===== src/rtl/fifo_class_if.sv =====
// Lane-side bus for the per-class FIFO: write strobe/data in, registered read data and level flags out.
interface fifo_class_if #(
    parameter int unsigned DATA_WIDTH = 12
);
    logic                  push;
    logic [DATA_WIDTH-1:0] data_in;
    logic                  pop;
    logic [DATA_WIDTH-1:0] data_out;
    logic                  valid_out;
    logic                  full;
    logic                  empty;
    logic                  almost_full;
    logic                  almost_empty;
    logic                  overflow_err;
    logic                  underflow_err;

    modport master (
        output push, data_in, pop,
        input  data_out, valid_out, full, empty, almost_full, almost_empty,
               overflow_err, underflow_err
    );

    modport slave (
        input  push, data_in, pop,
        output data_out, valid_out, full, empty, almost_full, almost_empty,
               overflow_err, underflow_err
    );
endinterface


===== src/rtl/fifo_class.sv =====
// Per-class synchronous FIFO downstream of the class demux: in-order storage, registered read,
// count-decoded level flags and sticky overflow/underflow error flags.
module fifo_class #(
    parameter int unsigned DATA_WIDTH = 12,
    parameter int unsigned ADDR_WIDTH = 3,
    parameter int unsigned AF_THRESH  = 6,
    parameter int unsigned AE_THRESH  = 2
) (
    input  logic          clk,
    input  logic          reset_L,
    fifo_class_if.slave   bus
);
    localparam int unsigned DEPTH = 1 << ADDR_WIDTH;
    localparam int unsigned CW    = ADDR_WIDTH + 1;

    logic [DATA_WIDTH-1:0] mem_q [DEPTH];

    logic [ADDR_WIDTH-1:0] wr_ptr_q, wr_ptr_d;
    logic [ADDR_WIDTH-1:0] rd_ptr_q, rd_ptr_d;
    logic [CW-1:0]         count_q, count_d;
    logic [DATA_WIDTH-1:0] data_out_q, data_out_d;
    logic                  valid_q, valid_d;
    logic                  ovf_q, ovf_d;
    logic                  unf_q, unf_d;

    logic full_c, empty_c, wr_en_c, rd_en_c;

    assign full_c  = (count_q == CW'(DEPTH));
    assign empty_c = (count_q == CW'(0));
    // A pop frees a slot in the same edge, so push+pop on a full FIFO still stores the word.
    assign wr_en_c = bus.push && (!full_c || bus.pop);
    assign rd_en_c = bus.pop && !empty_c;

    // Next-state for pointers, count, read register and sticky errors
    always_comb begin
        wr_ptr_d   = wr_ptr_q;
        rd_ptr_d   = rd_ptr_q;
        count_d    = count_q;
        data_out_d = data_out_q;
        valid_d    = 1'b0;
        ovf_d      = ovf_q;
        unf_d      = unf_q;

        if (wr_en_c) begin
            wr_ptr_d = wr_ptr_q + ADDR_WIDTH'(1);
        end
        if (rd_en_c) begin
            rd_ptr_d   = rd_ptr_q + ADDR_WIDTH'(1);
            data_out_d = mem_q[rd_ptr_q];
            valid_d    = 1'b1;
        end

        case ({wr_en_c, rd_en_c})
            2'b10:   count_d = count_q + CW'(1);
            2'b01:   count_d = count_q - CW'(1);
            default: count_d = count_q;
        endcase

        if (bus.push && full_c && !bus.pop) begin
            ovf_d = 1'b1;
        end
        if (bus.pop && empty_c) begin
            unf_d = 1'b1;
        end
    end

    always_ff @(posedge clk or negedge reset_L) begin
        if (!reset_L) begin
            wr_ptr_q   <= '0;
            rd_ptr_q   <= '0;
            count_q    <= '0;
            data_out_q <= '0;
            valid_q    <= 1'b0;
            ovf_q      <= 1'b0;
            unf_q      <= 1'b0;
        end else begin
            wr_ptr_q   <= wr_ptr_d;
            rd_ptr_q   <= rd_ptr_d;
            count_q    <= count_d;
            data_out_q <= data_out_d;
            valid_q    <= valid_d;
            ovf_q      <= ovf_d;
            unf_q      <= unf_d;
        end
    end

    // Storage array carries no reset; contents are meaningless until written.
    always_ff @(posedge clk) begin
        if (wr_en_c) begin
            mem_q[wr_ptr_q] <= bus.data_in;
        end
    end

    assign bus.data_out      = data_out_q;
    assign bus.valid_out     = valid_q;
    assign bus.full          = full_c;
    assign bus.empty         = empty_c;
    assign bus.almost_full   = (count_q >= CW'(AF_THRESH));
    assign bus.almost_empty  = (count_q <= CW'(AE_THRESH));
    assign bus.overflow_err  = ovf_q;
    assign bus.underflow_err = unf_q;
endmodule

===== src/flat_wrapper.sv =====
// flat-port wrapper written by rule: the top's interface ports become plain ports
module fifo_class_flat 
#(
    parameter int unsigned DATA_WIDTH = 12,
    parameter int unsigned ADDR_WIDTH = 3,
    parameter int unsigned AF_THRESH  = 6,
    parameter int unsigned AE_THRESH  = 2
)
  (clk, reset_L, bus_push, bus_data_in, bus_pop, bus_data_out, bus_valid_out, bus_full, bus_empty, bus_almost_full, bus_almost_empty, bus_overflow_err, bus_underflow_err);
  fifo_class_if #(.DATA_WIDTH(DATA_WIDTH)) bus_i ();
  input  logic clk;
  input  logic reset_L;
  input wire logic [$bits(bus_i.push)-1:0] bus_push;
  input wire logic [$bits(bus_i.data_in)-1:0] bus_data_in;
  input wire logic [$bits(bus_i.pop)-1:0] bus_pop;
  output wire logic [$bits(bus_i.data_out)-1:0] bus_data_out;
  output wire logic [$bits(bus_i.valid_out)-1:0] bus_valid_out;
  output wire logic [$bits(bus_i.full)-1:0] bus_full;
  output wire logic [$bits(bus_i.empty)-1:0] bus_empty;
  output wire logic [$bits(bus_i.almost_full)-1:0] bus_almost_full;
  output wire logic [$bits(bus_i.almost_empty)-1:0] bus_almost_empty;
  output wire logic [$bits(bus_i.overflow_err)-1:0] bus_overflow_err;
  output wire logic [$bits(bus_i.underflow_err)-1:0] bus_underflow_err;
  assign bus_i.push = bus_push;
  assign bus_i.data_in = bus_data_in;
  assign bus_i.pop = bus_pop;
  assign bus_data_out = bus_i.data_out;
  assign bus_valid_out = bus_i.valid_out;
  assign bus_full = bus_i.full;
  assign bus_empty = bus_i.empty;
  assign bus_almost_full = bus_i.almost_full;
  assign bus_almost_empty = bus_i.almost_empty;
  assign bus_overflow_err = bus_i.overflow_err;
  assign bus_underflow_err = bus_i.underflow_err;
  fifo_class #(.DATA_WIDTH(DATA_WIDTH), .ADDR_WIDTH(ADDR_WIDTH), .AF_THRESH(AF_THRESH), .AE_THRESH(AE_THRESH)) u_core (.clk(clk), .reset_L(reset_L), .bus(bus_i));
endmodule

===== config.mk =====
export PLATFORM = sky130hd
export DESIGN_NAME = fifo_class_flat
export DESIGN_NICKNAME = d
export VERILOG_FILES = /design/src/rtl/fifo_class_if.sv /design/src/rtl/fifo_class.sv /design/src/flat_wrapper.sv
export SDC_FILE = /design/constraint.sdc
export NUM_CORES = 1
export LEC_CHECK = 0
export ABC_CLOCK_PERIOD_IN_PS = 3600
export BUFFER_PORTS_ARGS = -buffer_cell sky130_fd_sc_hd__buf_4
export CORE_AREA = 2 2 93 95
export CTS_BUF_LIST = sky130_fd_sc_hd__clkbuf_4 sky130_fd_sc_hd__clkbuf_8
export DETAILED_ROUTE_END_ITERATION = 12
export DIE_AREA = 0 0 95 97
export GPL_TIMING_DRIVEN = 0
export PLACE_DENSITY = 0.79
export SLEW_MARGIN = 20
export SYNTH_ARGS = -nofsm -noshare
export SYNTH_HDL_FRONTEND = slang
export SYNTH_SLANG_ARGS = --single-unit

===== constraint.sdc =====
create_clock -name clk -period 3.6 [get_ports clk]
set_clock_uncertainty 0.15 [all_clocks]
set_input_delay 0.18 -clock clk [delete_from_list [all_inputs] [get_ports clk]]
set_output_delay 0.18 -clock clk [all_outputs]
set_load 0.005 [all_outputs]

==> flow_summary.yaml <==
routing:
  remaining_drc_errors: 0
  routed_via_density: 5.67
  wl_per_cell_um: 19.3
  drt_iter0_drc: 162
  routed_wl_mm: 9.38
  vias: 2761
  dr.pass1.iters: 5
  detail-route-antenna-nets: 0
worst_setup_path:
  reg2reg_from: "u_core.count_q[0]"
  worstPathRequired_ns: 3.74
  endpoint: "u_core.count_q[2]"
  end_kind: "flop"
  worstSetupPathType: "reg -> reg"
  cp_data_arrival_time_ns: 2.89
  rr_endpoint: "u_core.count_q[2]"
  reg2reg_depth: 10
  critPathLaunch: "u_core.count_q[0]"
  path_max_fanout: 7
  critPathLaunchType: "flop"
  ff2ff_setup_slack_ns: 0.85
timing:
  drv_slew: 0
  tightestPinTransition_ns: 0.769
  rsz0062_at_grt: "false"
  setup_viol: 0
  fin_crit_ns: 2.75
  setup_slack_ns: 0.849
  whs_ns: 0.0430
  max_clock_freq_mhz: 364
  fin_crit_sh_pct: 76.4
  slew_headroom_pct: 48.7
  finalHoldViolCount: 0
final_layout:
  antennaDiodeCount: 0
  final_util_pct: 72.8
  layout-drive-gt1-share_pct: 32.7
  layout.nets: 390
  design_area_um2: 5920
  area_growth_pct: 22.1
power:
  swShare_pct: 31.4
  pwr_density_cell_nw_per_um2: 806
  seqPwrFrac_pct: 41.3
  switching_power_w: 0.00150
  combPwrFrac_pct: 32.9
  leakage_nw: 2.23
  clockPowerShare_pct: 25.9
  ir_drop_mv: 0.348
  intPower_w: 0.00328
synth:
  synth-simple-area-share_pct: 4.88
  yosys-mux-area-fraction_pct: 10.8
  synth_top_flop_cell: "edfxtp_1"
  synth_top_area_cell: "edfxtp_1"
  syn_area_um2: 4850
  synth_edf_count: 96
  synthAdderAreaFrac_pct: 1.29
  ys_warn_count: 0
  synth_xor_area_share_pct: 1.63
  synth_cells: 292
  synth_compound_area_share_pct: 6.50
  synthArstFlopShare_pct: 20.7
  syn_nets: 313
  synth_top_family_by_area: "multiplexers"
  avgSynthCellArea_um2: 16.6
  yosysSeqAreaShare_pct: 72.3
  synth_top_area_share_pct: 59.4
  synth_cell_type_count: 35
  synth_area_leaders: "edfxtp_1 (59%), dfrtp_1 (13%), mux2_2 (5.8%)"
  ys_ff_latch: 121
global_routing:
  grt_pass1_wl_mm: 14.7
  gr-total-overflow: 0
  grt_max_degree: 26
  grt_antenna_before_repair: 0
  track_usage_pct: 22.2
  first_global_vias: 2904
clock_network:
  insertion_delay_ns: 0.42
  htreeDepth: 4
  cts.sinks: 121
  clockBufferDepth: 2
  cts_tree: "yes"
  cts_buffers: 17
  cts_resized: 0
  path_clk_slew_ns: 0.07
  postCtsHoldBufs: 15
  post-cts-setup-buffers: 0
  cts_root_buf: "clkbuf_8"
die:
  die_area_um2: 9220
  fp.dieW_um: 95
  core_area_um2: 8130
  row_count: 33
  io_pins: 35
  start_util_pct: 59.6
  die_h_um: 97
placed_design:
  place.gp.congestion: 0.753
  hpwl_mm: 6.19
  postPlaceCellArea_um2: 5360
  port_buffers: 34
  dp_slack_ns: 0.857
job:
  maxCapViolCount: 0
run_status:
  status: "complete, no violations"
min_path:
  min_path_type: "in -> async"
[per-layer routing]
metal / up-vias / GRT usage (%) / share of wire (%)
met4: 0 / 9.70 / 2.3
met3: 20 / 5.45 / 6.0
met5: - / 0 / 0
met2: 94 / 36.6 / 51
met1: 1360 / 27.9 / 41
li1: 1287 / - / -
[worst min-delay path by stage]
stage                  from  slack [ns]                endpoint  cells past startpoint
floorplan           reset_L       -0.27  u_core.bus.data_out[0]                      0
global placement    reset_L       -0.06       u_core.count_q[2]                      1
detailed placement  reset_L       -0.05       u_core.count_q[3]                      1
CTS                 reset_L        0.04  u_core.bus.data_out[9]                      2
global route        reset_L        0.06  u_core.bus.data_out[6]                      2
finish              reset_L        0.04  u_core.bus.data_out[6]                      2
[Yosys cell counts, drive strengths merged (5+ instances only)]
cell type  instances
a221o             12
buf               12
o22ai             13
mux2i             24
edfxtp            96
dfrtp             25
o21ai             13
ha                 5
xnor2              6
mux2              25
nand2             25
[through the flow]
step	instances	TNS, ns	total power, W
after floorplan	292	0	0.00296
after global placement	431	-2.09	0.00342
after detailed placement	440	0	0.00355
after CTS	487	0	0.00479
after global routing	487	0	0.00503
final	487	0	0.00477
[sequential cells by signal, summed over array words and instances, names as in the netlist]
name and count:
u_core.bus.underflow_err 1, u_core.mem_q 96, u_core.count_q 4, u_core.bus.valid_out 1, u_core.bus.overflow_err 1, u_core.wr_ptr_q 3, u_core.bus.data_out 12, u_core.rd_ptr_q 3
[power groups by stage]
| stage | Clock, W | Sequential (W) | Combinational (W) |
|---|---|---|---|
| final | 0.00124 | 0.00197 | 0.00157 |
| after global routing | 0.00132 | 0.00200 | 0.00171 |
| after CTS | 0.00125 | 0.00197 | 0.00157 |
| after global placement | 0 | 0.00198 | 0.00144 |
| after detailed placement | 0 | 0.00200 | 0.00155 |
| after floorplan | 0 | 0.00197 | 0.000986 |
[critical path, cell delays in order, from the launching register on]
cell and delay (ns):
dfrtp_1 0.48, or4b_4 0.58, o21a_4 0.25, inv_6 0.09
ha_1 0.25, xor2_1 0.10, ha_1 0.18, a21oi_1 0.15
xor2_1 0.17, nor2_1 0.06, xor2_1 0.14
[layout make-up]
| type | instances | area, um^2 |
|---|---|---|
| sequential | 121 | 3510 |
| fill | 514 | 2210 |
| multi-input combinational | 151 | 1250 |
| timing repair buffer | 58 | 487 |
| clock buffer | 20 | 263 |
| clock inverter | 12 | 150 |
| tap | 105 | 131 |
| buffer | 16 | 106 |
| inverter | 4 | 20.0 |
[kinds of logic (layout without fill, tap and decap cells)]
| group | Yosys count | after routing |
|---|---|---|
| AO/OA/AOI/OAI | 44 | 44 |
| XOR/XNOR | 9 | 9 |
| adder cells (fa/ha/maj) | 5 | 5 |
| buffers and inverters | 20 | 110 |
| flip-flops | 121 | 121 |
| multiplexers | 49 | 49 |
| AND/OR/NAND/NOR | 44 | 44 |
[cells in the final DEF, fill, tap and decap left out, types with 7 or more instances in the layout]
cell / instances
edfxtp_1: 96
buf_4: 39
mux2_2: 25
dfrtp_1: 25
nand2_1: 24
mux2i_1: 24
clkbuf_8: 18
dlygate4sd3_1: 15
o22ai_1: 13
a221o_1: 12
buf_6: 9
o21ai_1: 7
(Power assumes the default switching activity.)
